===== src/rtl/lfsr_rx.sv =====
// ============================================================================
// Module   : lfsr_rx
// Brief    : LSB-first serial receiver that checks a word against a local LFSR.
// Revision : 1.0
// ============================================================================
`default_nettype none

module lfsr_rx #(
    parameter int NO_OF_BITS   = 4,
    parameter int SHIFT_CYCLES = 8
) (
    input  logic                  i_clk,
    input  logic                  i_rst_n,
    input  logic [NO_OF_BITS-1:0] i_sead,
    input  logic                  i_valid,
    input  logic                  i_in,
    output logic [NO_OF_BITS-1:0] o_data,
    output logic                  o_done,
    output logic                  o_pass,
    output logic                  o_err
);

    localparam int c_SHIFT_W = $clog2(SHIFT_CYCLES + 1);
    localparam int c_BIT_W   = $clog2(NO_OF_BITS + 1);

    localparam logic [c_SHIFT_W-1:0] c_SHIFT_LAST = c_SHIFT_W'(SHIFT_CYCLES - 1);
    localparam logic [c_BIT_W-1:0]   c_BITS_FULL  = c_BIT_W'(NO_OF_BITS);

    typedef enum logic [1:0] {
        ST_CALC = 2'd0,
        ST_RECV = 2'd1,
        ST_DONE = 2'd2
    } state_t;

    state_t                  state_q;
    logic [NO_OF_BITS-1:0]   exp_q;
    logic [NO_OF_BITS-1:0]   exp_d;
    logic [NO_OF_BITS-1:0]   data_q;
    logic [NO_OF_BITS-1:0]   data_d;
    logic [c_SHIFT_W-1:0]    shift_cnt_q;
    logic [c_BIT_W-1:0]      bit_cnt_q;
    logic                    done_q;
    logic                    pass_q;
    logic                    err_q;

    logic                    w_fb;
    logic                    w_bits_full;
    logic                    w_shift_last;

    assign w_fb         = exp_q[0] ^ exp_q[1] ^ exp_q[2];
    assign exp_d        = {w_fb, exp_q[NO_OF_BITS-1:1]};
    assign data_d       = {i_in, data_q[NO_OF_BITS-1:1]};
    assign w_bits_full  = (bit_cnt_q == c_BITS_FULL);
    assign w_shift_last = (shift_cnt_q == c_SHIFT_LAST);

    always_ff @(posedge i_clk) begin
        if (!i_rst_n) begin
            state_q     <= ST_CALC;
            exp_q       <= i_sead;
            data_q      <= '0;
            shift_cnt_q <= '0;
            bit_cnt_q   <= '0;
            done_q      <= 1'b0;
            pass_q      <= 1'b0;
            err_q       <= 1'b0;
        end else begin
            // Capture runs alongside the LFSR so early bits are never lost.
            if (i_valid) begin
                if (w_bits_full) begin
                    err_q <= 1'b1;
                end else begin
                    data_q    <= data_d;
                    bit_cnt_q <= bit_cnt_q + c_BIT_W'(1);
                end
            end

            case (state_q)
                ST_CALC: begin
                    exp_q       <= exp_d;
                    shift_cnt_q <= shift_cnt_q + c_SHIFT_W'(1);
                    if (w_shift_last) begin
                        state_q <= ST_RECV;
                    end
                end
                ST_RECV: begin
                    // Compare uses the word as it stood before this edge.
                    if (w_bits_full) begin
                        state_q <= ST_DONE;
                        done_q  <= 1'b1;
                        pass_q  <= (data_q == exp_q);
                    end
                end
                ST_DONE: begin
                    state_q <= ST_DONE;
                end
                default: begin
                    state_q <= ST_CALC;
                end
            endcase
        end
    end

    assign o_data = data_q;
    assign o_done = done_q;
    assign o_pass = pass_q;
    assign o_err  = err_q;

endmodule

`default_nettype wire


===== config.mk =====
export PLATFORM = sky130hd
export DESIGN_NAME = lfsr_rx
export DESIGN_NICKNAME = d
export VERILOG_FILES = /design/src/rtl/lfsr_rx.sv
export SDC_FILE = /design/constraint.sdc
export NUM_CORES = 1
export LEC_CHECK = 0
export ABC_AREA = 1
export ABC_CLOCK_PERIOD_IN_PS = 2800
export CORE_MARGIN = 2
export CORE_UTILIZATION = 23
export DETAILED_ROUTE_END_ITERATION = 10
export DONT_BUFFER_PORTS = 1
export SETUP_SLACK_MARGIN = 0.1
export SYNTH_ARGS = -nofsm -noshare
export SYNTH_HDL_FRONTEND = slang
export SYNTH_SLANG_ARGS = --single-unit
export TNS_END_PERCENT = 10

===== constraint.sdc =====
create_clock -name i_clk -period 2.8 [get_ports i_clk]
set_input_delay 0.14 -clock i_clk [delete_from_list [all_inputs] [get_ports i_clk]]
set_output_delay 0.14 -clock i_clk [all_outputs]
set_load 0.05 [all_outputs]

; ---- After elaboration in Yosys (flattened, before gate mapping)
; Cells that the tools add are included.
; Widths: inputs -> output; s select.
[totals]
ff_bits = 20
wordCells = 31
input_bits = 8
[classes]
n_eq_ne = 8
reduce_logical = 5
add_sub_neg = 2
muxes = 5
bitwise = 3
[op_table]
columns = cell, n
row1 = $mux 4, 2
row2 = $reduce_and 2->1, 4
row3 = $pmux 2 s3, 1
row4 = $add 4x1->4 const B, 1
row5 = $eq 4x3->1 const B, 1
row6 = $eq 4x4->1, 1
row7 = $mux 2, 2
row8 = $ne 2x2->1 const B, 2
row9 = $add 3x1->3 const B, 1
row10 = $eq 3x3->1 const B, 1
row11 = $eq 2x1->1 const B, 1
row12 = $eq 2x2->1 const B, 1
row13 = $logic_not 2->1, 1
row14 = $ne 2x1->1 const B, 1
row15 = $xor 1x1->1, 2
row16 = $not 1->1, 1

; ---- Logic depth before layout (Yosys ltp)
; Gate-level depths: netlist (run 1).
[logic_depth]
depth_word = 4
ltp_mapped = 8
ltp_nobuf = 8

; ---- Least setup slack after synthesis (run 1)
; No wires, ideal clock.
[synth_timing]
path_kind = register -> register
startpoint = register data_q[2] (netlist: o_data[2])
endpoint = register pass_q (netlist: o_pass)
n_path_buf = 0
stages_incl_launch_ff = 7
period_less_slack_ps = 1214
t_required_ps = 2730
arrival_ps = 1144
setup_ps = 70
slack_ps = 1586
cell_sequence = dfxtp_1 > inv_1 > nand2_1 > nand2_1 > nor2_1 > nand2_1 > a21oi_1
[synth_via]
elab_chain_len = 1
[synth_rtl]
columns = element, line
row1 = start: declaration, 38  ; logic [NO_OF_BITS-1:0] data_q;
row2 = start signal: assignment, 72  ; data_q <= data_d;
row3 = $eq 4x4->1, 90  ; pass_q <= (data_q == exp_q);
row4 = end signal: assignment, 90
row5 = end: declaration, 43  ; logic pass_q;
; No other way between the ends.
; A chain may end at the register's enable or synchronous reset.

; ---- Final worst setup path (run 1)
[layout_timing]
startpoint = register bit_cnt_q[0]
endpoint = register data_q[0] (netlist: o_data[0])
[layout_via]
elab_chain_len = 3
[layout_rtl]
columns = element, line
row1 = start: declaration, 41  ; logic [c_BIT_W-1:0] bit_cnt_q;
row2 = start signal: assignment, 73  ; bit_cnt_q <= bit_cnt_q + c_BIT_W'(1);
row3 = $eq 3x3->1, 53  ; assign w_bits_full = (bit_cnt_q == c_BITS_FULL);
row4 = $not 1->1 (no source line), n/a
row5 = $reduce_and 2->1 (no source line), n/a
; No other way between the ends.

==> flow_summary.json, run 1 <==
{
  "cts_sinks": 20,
  "wl_per_cell_um": 10.1,
  "fillerInstances": 458,
  "slowest_stage": "dfxtp_1",
  "grt_pass1_wl_um": 3180,
  "clk_pin_slew_ps": 80,
  "power_frac_comb_pct": 27.1,
  "path_buf_inv": 2,
  "required_ps": 2960,
  "ys_ff_latch": 20,
  "htree_levels": 1,
  "skew_ps": 5.34,
  "finalNetCount": 143,
  "synthTopCellsByArea": "dfxtp_1, edfxtp_1, nand2_1",
  "postSynthCellCount": 125,
  "synth_top_area_cell": "dfxtp_1",
  "drtIter0Drc": 30,
  "setup_violations": 0,
  "insertedDiodeCount": 0,
  "p_clk_share_pct": 23.2,
  "start_util_pct": 23.4,
  "yosysWarnings": 0,
  "worstPathMaxFanout": 11,
  "cts_tree": "done",
  "finalCritPeriodShare_pct": 49.6,
  "p_leak_nw": 0.464,
  "synth_most_common_cell": "nand2_1",
  "worstSetupPathType": "register to register",
  "hold_class": "primary input to register",
  "die-area_mm2": 0.00492,
  "synth_common_cells": "nand2_1, inv_1, dfxtp_1",
  "clk_path_buf_depth": 2,
  "drive_gt1_share_pct": 11.7,
  "drcViolationCount": 0,
  "final_hold_viol_count": 0,
  "maxSlewViolCount": 0,
  "tightest_slew_ps": 598,
  "crit_family": "simple AND/OR/NAND/NOR gates",
  "clock.fmax_ghz": 0.720,
  "antenna_found_initial": 0,
  "p_int_mw": 0.555,
  "cp.arrival_ps": 1550,
  "grt_overflow_total": 0,
  "vias": 720,
  "p_switching_mw": 0.295,
  "ys.flop_type": "dfxtp_1",
  "power_density_mw_per_mm2": 769,
  "root_buffer": "clkbuf_8",
  "firstDrtPassIters": 4,
  "yosysUniqueCellTypes": 20,
  "cp-end-kind": "register",
  "rsz0062_at_grt": "false",
  "grt_pass1_vias": 695,
  "setup_tns_ps": 0,
  "avgViaCountPerCell": 4.00,
  "core_mm2": 0.00429,
  "synthArstFlopShare_pct": 0,
  "drt_wl_total_um": 1810,
  "cpPeakStageDelay_ps": 310,
  "seq_power_share_pct": 49.7,
  "synth_area_mm2": 0.00101,
  "insertion_delay_ps": 260,
  "synth_edf_count": 4,
  "cts_made_buffers": 3,
  "max-slew-margin-rel_pct": 60.1,
  "ir_drop_v": 0.000176,
  "hpwl_um": 1370,
  "syn_nets": 139,
  "final.min_clock_period_ps": 1390,
  "path_cells": "inv_1, ha_1, nand2_2, nand2_2, inv_1, o21ai_0, a21oi_1",
  "rows": 24,
  "power.total_mw": 0.850,
  "p_sw_share_pct": 34.7,
  "area_delta_synth_final_pct": 9.95,
  "ctsResizeCount": 0,
  "io_pins": 15,
  "start_kind": "register",
  "gp_congestion": 0.761,
  "seq_area_frac_synth_pct": 43.8,
  "status": "finished clean",
  "syn_area_per_cell_um2": 8.05,
  "die_y_um": 70.1,
  "grt_use_total_pct": 8.37,
  "yosys.area.top_type_share_pct": 31.8,
  "die_w_um": 70.1,
  "drv_cap": 0,
  "grt_max_degree": 12,
  "port_buffers": 0,
  "ant_nets": 0
}
## final cells by class
type | count | area [µm²] | area share (%)
Clock buffer | 4 | 45.0 | 4.07
Tap cell | 52 | 65.1 | 5.88
Sequential cell | 20 | 440 | 39.8
Timing Repair Buffer | 2 | 20.0 | 1.81
Multi-Input combinational cell | 81 | 457 | 41.3
Inverter | 21 | 78.8 | 7.13
## logic make-up after synthesis
group,Yosys count,synth area share [%]
AOI/OAI and AO/OA,27,17.9
xor gates and xnor gates,1,0.871
adders and majority gates,6,7.46
buffers and inverters,24,10.8
DFF,20,43.8
and+or+nand+nor,47,19.2
## timing repair
action | 4_1_cts | 5_1_grt
buffers inserted | 0 | 0
endpoints found under the hold margin | 10 | 0
hold buffers | 2 | 0
## power by group through the flow
stage	sequential, mW	clock, mW	combinational (mW)
after floorplan	0.416	0	0.201
after global placement	0.430	0	0.223
after detailed placement	0.431	0	0.227
after CTS	0.424	0.205	0.233
after global routing	0.433	0.214	0.273
final	0.422	0.198	0.230
## sequential cells by signal (all words and copies together) (netlist names)
signal,count
bit_cnt_q,3
exp_q,4
shift_cnt_q,4
o_data,4
o_err,1
o_done,1
o_pass,1
state_q,2
## stage by stage
step / setup WS, ps / instances / utilization (%) / hold slack [ps] / instance area, µm²
global route: 1150 / 180 / 25.8 / 14.5 / 1110
CTS: 1390 / 180 / 25.8 / 5.27 / 1110
floorplan: 1590 / 125 / - / 299 / 1010
detailed placement: 1400 / 174 / 24.2 / 266 / 1040
finish: 1410 / 180 / 25.8 / 11.4 / 1110
global placement: 1430 / 174 / 24.2 / 263 / 1040
## cell usage in the layout, fill, tap and decap left out, drive strengths merged
master	netlist	layout
xnor2	1	1
clkbuf	0	4
nand3	5	5
o211ai	1	1
nor2	11	11
dfxtp	16	16
ha	6	6
inv	21	21
o21a	2	2
o21ai	11	11
nand2	29	29
nor3	1	1
a21oi	13	13
edfxtp	4	4
dlygate4sd3	0	2
nand3b	1	1
## worst register-to-register path: cells and delay by family (launching register included)
kind	cells	cell delay (ps)
AOI/OAI and AO/OA	2	210
buffers and inverters	2	240
and+or+nand+nor	2	330
adders and majority gates	1	190
DFF	1	310
## routing by layer
layer / vias up / track usage (%) / part of all wire [%]
met5: - / 0 / 0
met4: 0 / 4.49 / 2.1
met3: 4 / 1.30 / 1.7
met2: 6 / 14.4 / 49
met1: 309 / 9.94 / 47
li1: 401 / - / -
## worst paths after layout
path                                     start  cells past startpoint  slack [ps]        endpoint
worst max-delay path              bit_cnt_q[0]                      7        1410       o_data[0]
worst max register to register    bit_cnt_q[0]                      7        1410       o_data[0]
worst min-delay path                   i_rst_n                      2          10       o_data[0]
worst min register to register  shift_cnt_q[1]                      2         480  shift_cnt_q[1]
No activity file was read; power rests on OpenSTA's default activity.
==> run 2, diff against run 1 <==
--- a/config.mk
+++ b/config.mk
@@ -6,7 +6,7 @@
 export NUM_CORES = 1
 export LEC_CHECK = 0
 export ABC_AREA = 1
-export ABC_CLOCK_PERIOD_IN_PS = 2800
+export ABC_CLOCK_PERIOD_IN_PS = 1450
 export CORE_MARGIN = 2
 export CORE_UTILIZATION = 23
 export DETAILED_ROUTE_END_ITERATION = 10
==> constraint.sdc (replaced) <==
create_clock -name i_clk -period 1.45 [get_ports i_clk]
set_input_delay 0.0725 -clock i_clk [delete_from_list [all_inputs] [get_ports i_clk]]
set_output_delay 0.0725 -clock i_clk [all_outputs]
set_load 0.05 [all_outputs]
==> flow_summary.json, run 2 (synthesis gave the netlist of run 1 again) <==
{
  "die-area_mm2": 0.00492,
  "p_leak_nw": 0.519,
  "cts_tree": "done",
  "setup_tns_ps": 0,
  "finalCritPeriodShare_pct": 85.7,
  "ff2ff_path_depth": 6,
  "grt_max_degree": 16,
  "hold_class": "primary input to register",
  "drv_cap": 0,
  "clk_path_buf_depth": 2,
  "utilization_pct": 27.9,
  "holdCritStartpoint": "i_valid",
  "root_buffer": "clkbuf_8",
  "hpwl_um": 1370,
  "cts_sinks": 20,
  "dp_cells": 181,
  "ant_nets": 0,
  "final.min_clock_period_ps": 1240,
  "drtIter0Drc": 23,
  "start_util_pct": 23.4,
  "core_mm2": 0.00429,
  "p_sw_share_pct": 33.5,
  "port_buffers": 0,
  "gp_congestion": 0.727,
  "final_hold_viol_count": 0,
  "setup_violations": 0,
  "p_clk_share_pct": 24.8,
  "cp-end-kind": "register",
  "power_density_mw_per_mm2": 1420,
  "drive_gt1_share_pct": 18.4,
  "firstDrtPassIters": 4,
  "power.total_mw": 1.71,
  "stdcell_count": 188,
  "die_y_um": 70.1,
  "preCtsSetupSlack_ps": 42.2,
  "grt_use_total_pct": 8.50,
  "r2r-end": "o_pass",
  "grt_pass1_vias": 772,
  "antenna_found_initial": 0,
  "insertedDiodeCount": 0,
  "htree_levels": 1,
  "grt_pass1_wl_um": 3300,
  "drt_wl_total_um": 1820,
  "reg2reg_slack_ps": 210,
  "layout_commonest_cell": "nand2_1",
  "die_w_um": 70.1,
  "ir_drop_v": 0.000349,
  "hold_path_end": "o_err",
  "final_cell_mix": "nand2_1, inv_1, dfxtp_1, nor2_1, a21oi_1",
  "area_delta_synth_final_pct": 19.3,
  "maxSlewViolCount": 0,
  "worstPathMaxFanout": 3,
  "power_frac_comb_pct": 29.3,
  "wl_per_cell_um": 9.67,
  "vias": 754,
  "clk_pin_slew_ps": 70,
  "hold-path-cell-count": 2,
  "grt_overflow_total": 0,
  "drcViolationCount": 0,
  "skew_ps": 1.33,
  "rows": 24,
  "io_pins": 15,
  "timing.rr.start": "bit_cnt_q[0]",
  "finalNetCount": 151,
  "start_kind": "register",
  "p_switching_mw": 0.573,
  "p_int_mw": 1.14,
  "rsz0062_at_grt": "true",
  "insertion_delay_ps": 250,
  "clock.fmax_ghz": 0.805,
  "cp.arrival_ps": 1430,
  "tightest_slew_ps": 597,
  "max-slew-margin-rel_pct": 60.1,
  "setup_ws_ps": 208,
  "cts_made_buffers": 3,
  "seq_power_share_pct": 45.9,
  "avgViaCountPerCell": 4.01,
  "status": "finished clean",
  "required_ps": 1640,
  "worstSetupPathType": "register to register"
}
## run 2: through the flow
stage	hold slack [ps]	area, µm²
floorplan	231	1010
global placement	193	1090
detailed placement	197	1090
CTS	11.9	1180
global route	16.4	1200
finish	7.25	1200
## run 2: per-layer routing
| layer | up-vias | track usage (%) | share of wire [%] |
|---|---|---|---|
| li1 | 415 | - | - |
| met1 | 333 | 9.89 | 47 |
| met3 | 2 | 2.16 | 2.1 |
| met2 | 4 | 14.9 | 50 |
| met4 | 0 | 3.21 | 1.4 |
| met5 | - | 0 | 0 |
## run 2: what timing repair did
action                     4_1_cts  5_1_grt
hold endpoints to repair        16        0
setup endpoints to repair        2        3
hold buffers                     3        0
gates resized for setup          1        5
buffers inserted                 0        0
pin swaps                        0        1
## run 2: final cells by class
class / count / area (µm²)
clock buffers: 4 / 55.1
fillers: 463 / 3090
inverters: 21 / 78.8
multi-input cells: 81 / 478
flip-flops and latches: 20 / 440
well taps: 52 / 65.1
repair buffers: 10 / 82.6
## run 2: worst max-delay path by stage
stage	slack, ps	from	to	depth (start not counted)
after floorplan	240	o_data[2]	o_pass	6
after global placement	70	bit_cnt_q[0]	o_data[0]	7
after detailed placement	40	bit_cnt_q[0]	o_data[0]	7
after CTS	130	bit_cnt_q[0]	o_data[0]	7
after global routing	100	state_q[1]	shift_cnt_q[3]	7
final	210	bit_cnt_q[0]	o_pass	6
## run 2: worst max-delay path: stages (launching register included)
cell	delay, ps
dfxtp_1	320
inv_1	120
ha_2	220
nand2_4	80
nor2_1	180
o21ai_0	110
a21oi_1	150
## run 2: power by group through the flow
stage | logic (mW) | registers, mW | clock network [mW]
after floorplan | 0.388 | 0.804 | 0
after global placement | 0.478 | 0.797 | 0
after detailed placement | 0.487 | 0.800 | 0
after CTS | 0.503 | 0.787 | 0.437
after global routing | 0.604 | 0.805 | 0.462
final | 0.501 | 0.784 | 0.423
==> run 3, diff against run 2 <==
--- a/config.mk
+++ b/config.mk
@@ -7,10 +7,14 @@
 export LEC_CHECK = 0
 export ABC_AREA = 1
 export ABC_CLOCK_PERIOD_IN_PS = 1450
+export CELL_PAD_IN_SITES_DETAIL_PLACEMENT = 0
+export CELL_PAD_IN_SITES_GLOBAL_PLACEMENT = 1
 export CORE_MARGIN = 2
 export CORE_UTILIZATION = 23
 export DETAILED_ROUTE_END_ITERATION = 10
 export DONT_BUFFER_PORTS = 1
+export MAX_ROUTING_LAYER = met4
+export PLACE_DENSITY_LB_ADDON = 0.1
 export SETUP_SLACK_MARGIN = 0.1
 export SYNTH_ARGS = -nofsm -noshare
 export SYNTH_HDL_FRONTEND = slang
==> flow_summary.json, run 3 (synthesis gave the netlist of run 1 again) <==
{
  "status": "finished clean",
  "p_int_mw": 1.14,
  "setup_violations": 0,
  "root_buffer": "clkbuf_8",
  "drcViolationCount": 0,
  "ant_nets": 0,
  "hpwl_um": 1610,
  "gp_congestion": 0.669,
  "firstDrtPassIters": 2,
  "clock.fmax_ghz": 0.812,
  "insertedDiodeCount": 0,
  "ir_drop_v": 0.000336,
  "grt_overflow_total": 0,
  "drt_wl_total_um": 2220,
  "wl_per_cell_um": 11.7,
  "grt_pass1_wl_um": 3710,
  "skew_ps": 6.14,
  "tightest_slew_ps": 693,
  "clk_path_buf_depth": 2,
  "p_sw_share_pct": 34.5,
  "drv_cap": 0,
  "p_leak_nw": 0.516,
  "fillerInstances": 481,
  "clk_pin_slew_ps": 80,
  "max-slew-margin-rel_pct": 53.6,
  "setup_tns_ps": 0,
  "io_pins": 15,
  "path_cells": "inv_1, ha_1, nand2_1, nor3_1, nand2_1, nand2_1, nor2_1",
  "utilization_pct": 27.9,
  "power_frac_comb_pct": 29.8,
  "antenna_found_initial": 0,
  "insertion_delay_ps": 260,
  "required_ps": 1610,
  "power_density_mw_per_mm2": 1450,
  "cp.arrival_ps": 1390,
  "vias": 784,
  "final.min_clock_period_ps": 1230,
  "grt_max_degree": 16,
  "finalCritPeriodShare_pct": 84.9,
  "p_clk_share_pct": 25.2,
  "port_buffers": 0,
  "critPathLaunch": "state_q[0]",
  "cpMostUsedCell": "nand2_1",
  "rsz0062_at_grt": "true",
  "cts_tree": "done",
  "worstSetupPathType": "register to register",
  "final_cell_mix": "nand2_1, inv_1, dfxtp_1, nor2_1, a21oi_1",
  "timing.rr.start": "state_q[0]",
  "die_w_um": 70.1,
  "maxSlewViolCount": 0,
  "cts_sinks": 20,
  "avgViaCountPerCell": 4.15,
  "drive_gt1_share_pct": 19.0,
  "grt_pass1_vias": 784,
  "start_kind": "register",
  "seq_power_share_pct": 45.0,
  "cpPeakStageDelay_ps": 330,
  "drtIter0Drc": 39,
  "grt_use_total_pct": 10.2,
  "cts_made_buffers": 3,
  "die_y_um": 70.1,
  "rows": 24,
  "cp-end-kind": "register",
  "hold_class": "primary input to register",
  "layout_commonest_cell": "nand2_1",
  "start_util_pct": 23.4,
  "htree_levels": 1,
  "die-area_mm2": 0.00492,
  "worstPathMaxFanout": 5,
  "final_hold_viol_count": 0,
  "area_delta_synth_final_pct": 19.0,
  "p_switching_mw": 0.599,
  "slowest_stage": "dfxtp_1",
  "finalNetCount": 152,
  "holdCritStartpoint": "i_sead[0]",
  "core_mm2": 0.00429
}
run 3: cell types whose count changed in the layout (fill, tap and decap cells not counted):
cell     previous run  this run
buf_6               0         1
nand2_2             0         1
o21ai_0             3         4
o21ai_1             3         2
nand2_8             1         0
run 3: layer usage:
metal  global-route usage, %  wire length, µm  vias to the layer above
li1                        -                -                      417
met1                    13.1             1140                      352
met2                    15.1              934                       13
met3                    2.60              117                        2
met4                    4.49               22                        0
met5                       -                0                        -
run 3: path summary, 6_finish.rpt:
check | to | depth (start not counted) | slack (ps)
worst max-delay path | shift_cnt_q[3] | 7 | 220
worst min-delay path | exp_q[0] | 1 | 5
worst max register to register | shift_cnt_q[3] | 7 | 220
worst min register to register | o_err | 2 | 460
run 3: worst max-delay path, delay by kind of cell (launching register included):
kind	cells	cell delay, ps
and+or+nand+nor	5	490
adders and majority gates	1	250
DFF	1	330
buffers and inverters	1	80
run 3: timing repair:
action	4_1_cts	5_1_grt
resized for setup	0	4
setup buffers	0	0
endpoints found under the hold margin	16	0
hold buffers	3	0
setup endpoints to repair	0	6
run 3: power by group through the flow:
stage | combinational, mW | sequential [mW] | clock [mW]
after floorplan | 0.388 | 0.804 | 0
after global placement | 0.495 | 0.796 | 0
after detailed placement | 0.505 | 0.797 | 0
after CTS | 0.524 | 0.785 | 0.452
after global routing | 0.602 | 0.800 | 0.475
final | 0.519 | 0.782 | 0.438
run 3: through the flow:
stage               total power [mW]  setup WS, ps  std cells  instance area, µm²  hold slack (ps)
floorplan                       1.19           236        125                1010              231
global placement                1.29           184        182                1100              194
detailed placement              1.30           126        182                1100              196
CTS                             1.76           112        189                1190            0.841
global route                    1.88          82.2        189                1200             5.29
finish                          1.74           219        189                1200             4.78
run 3: area by class of cell:
class	count	area, µm²	share of cell area (%)
multi-input cells	81	464	38.8
inverters	21	78.8	6.58
well taps	52	65.1	5.43
repair buffers	11	93.8	7.84
clock buffers	4	55.1	4.60
flip-flops and latches	20	440	36.8
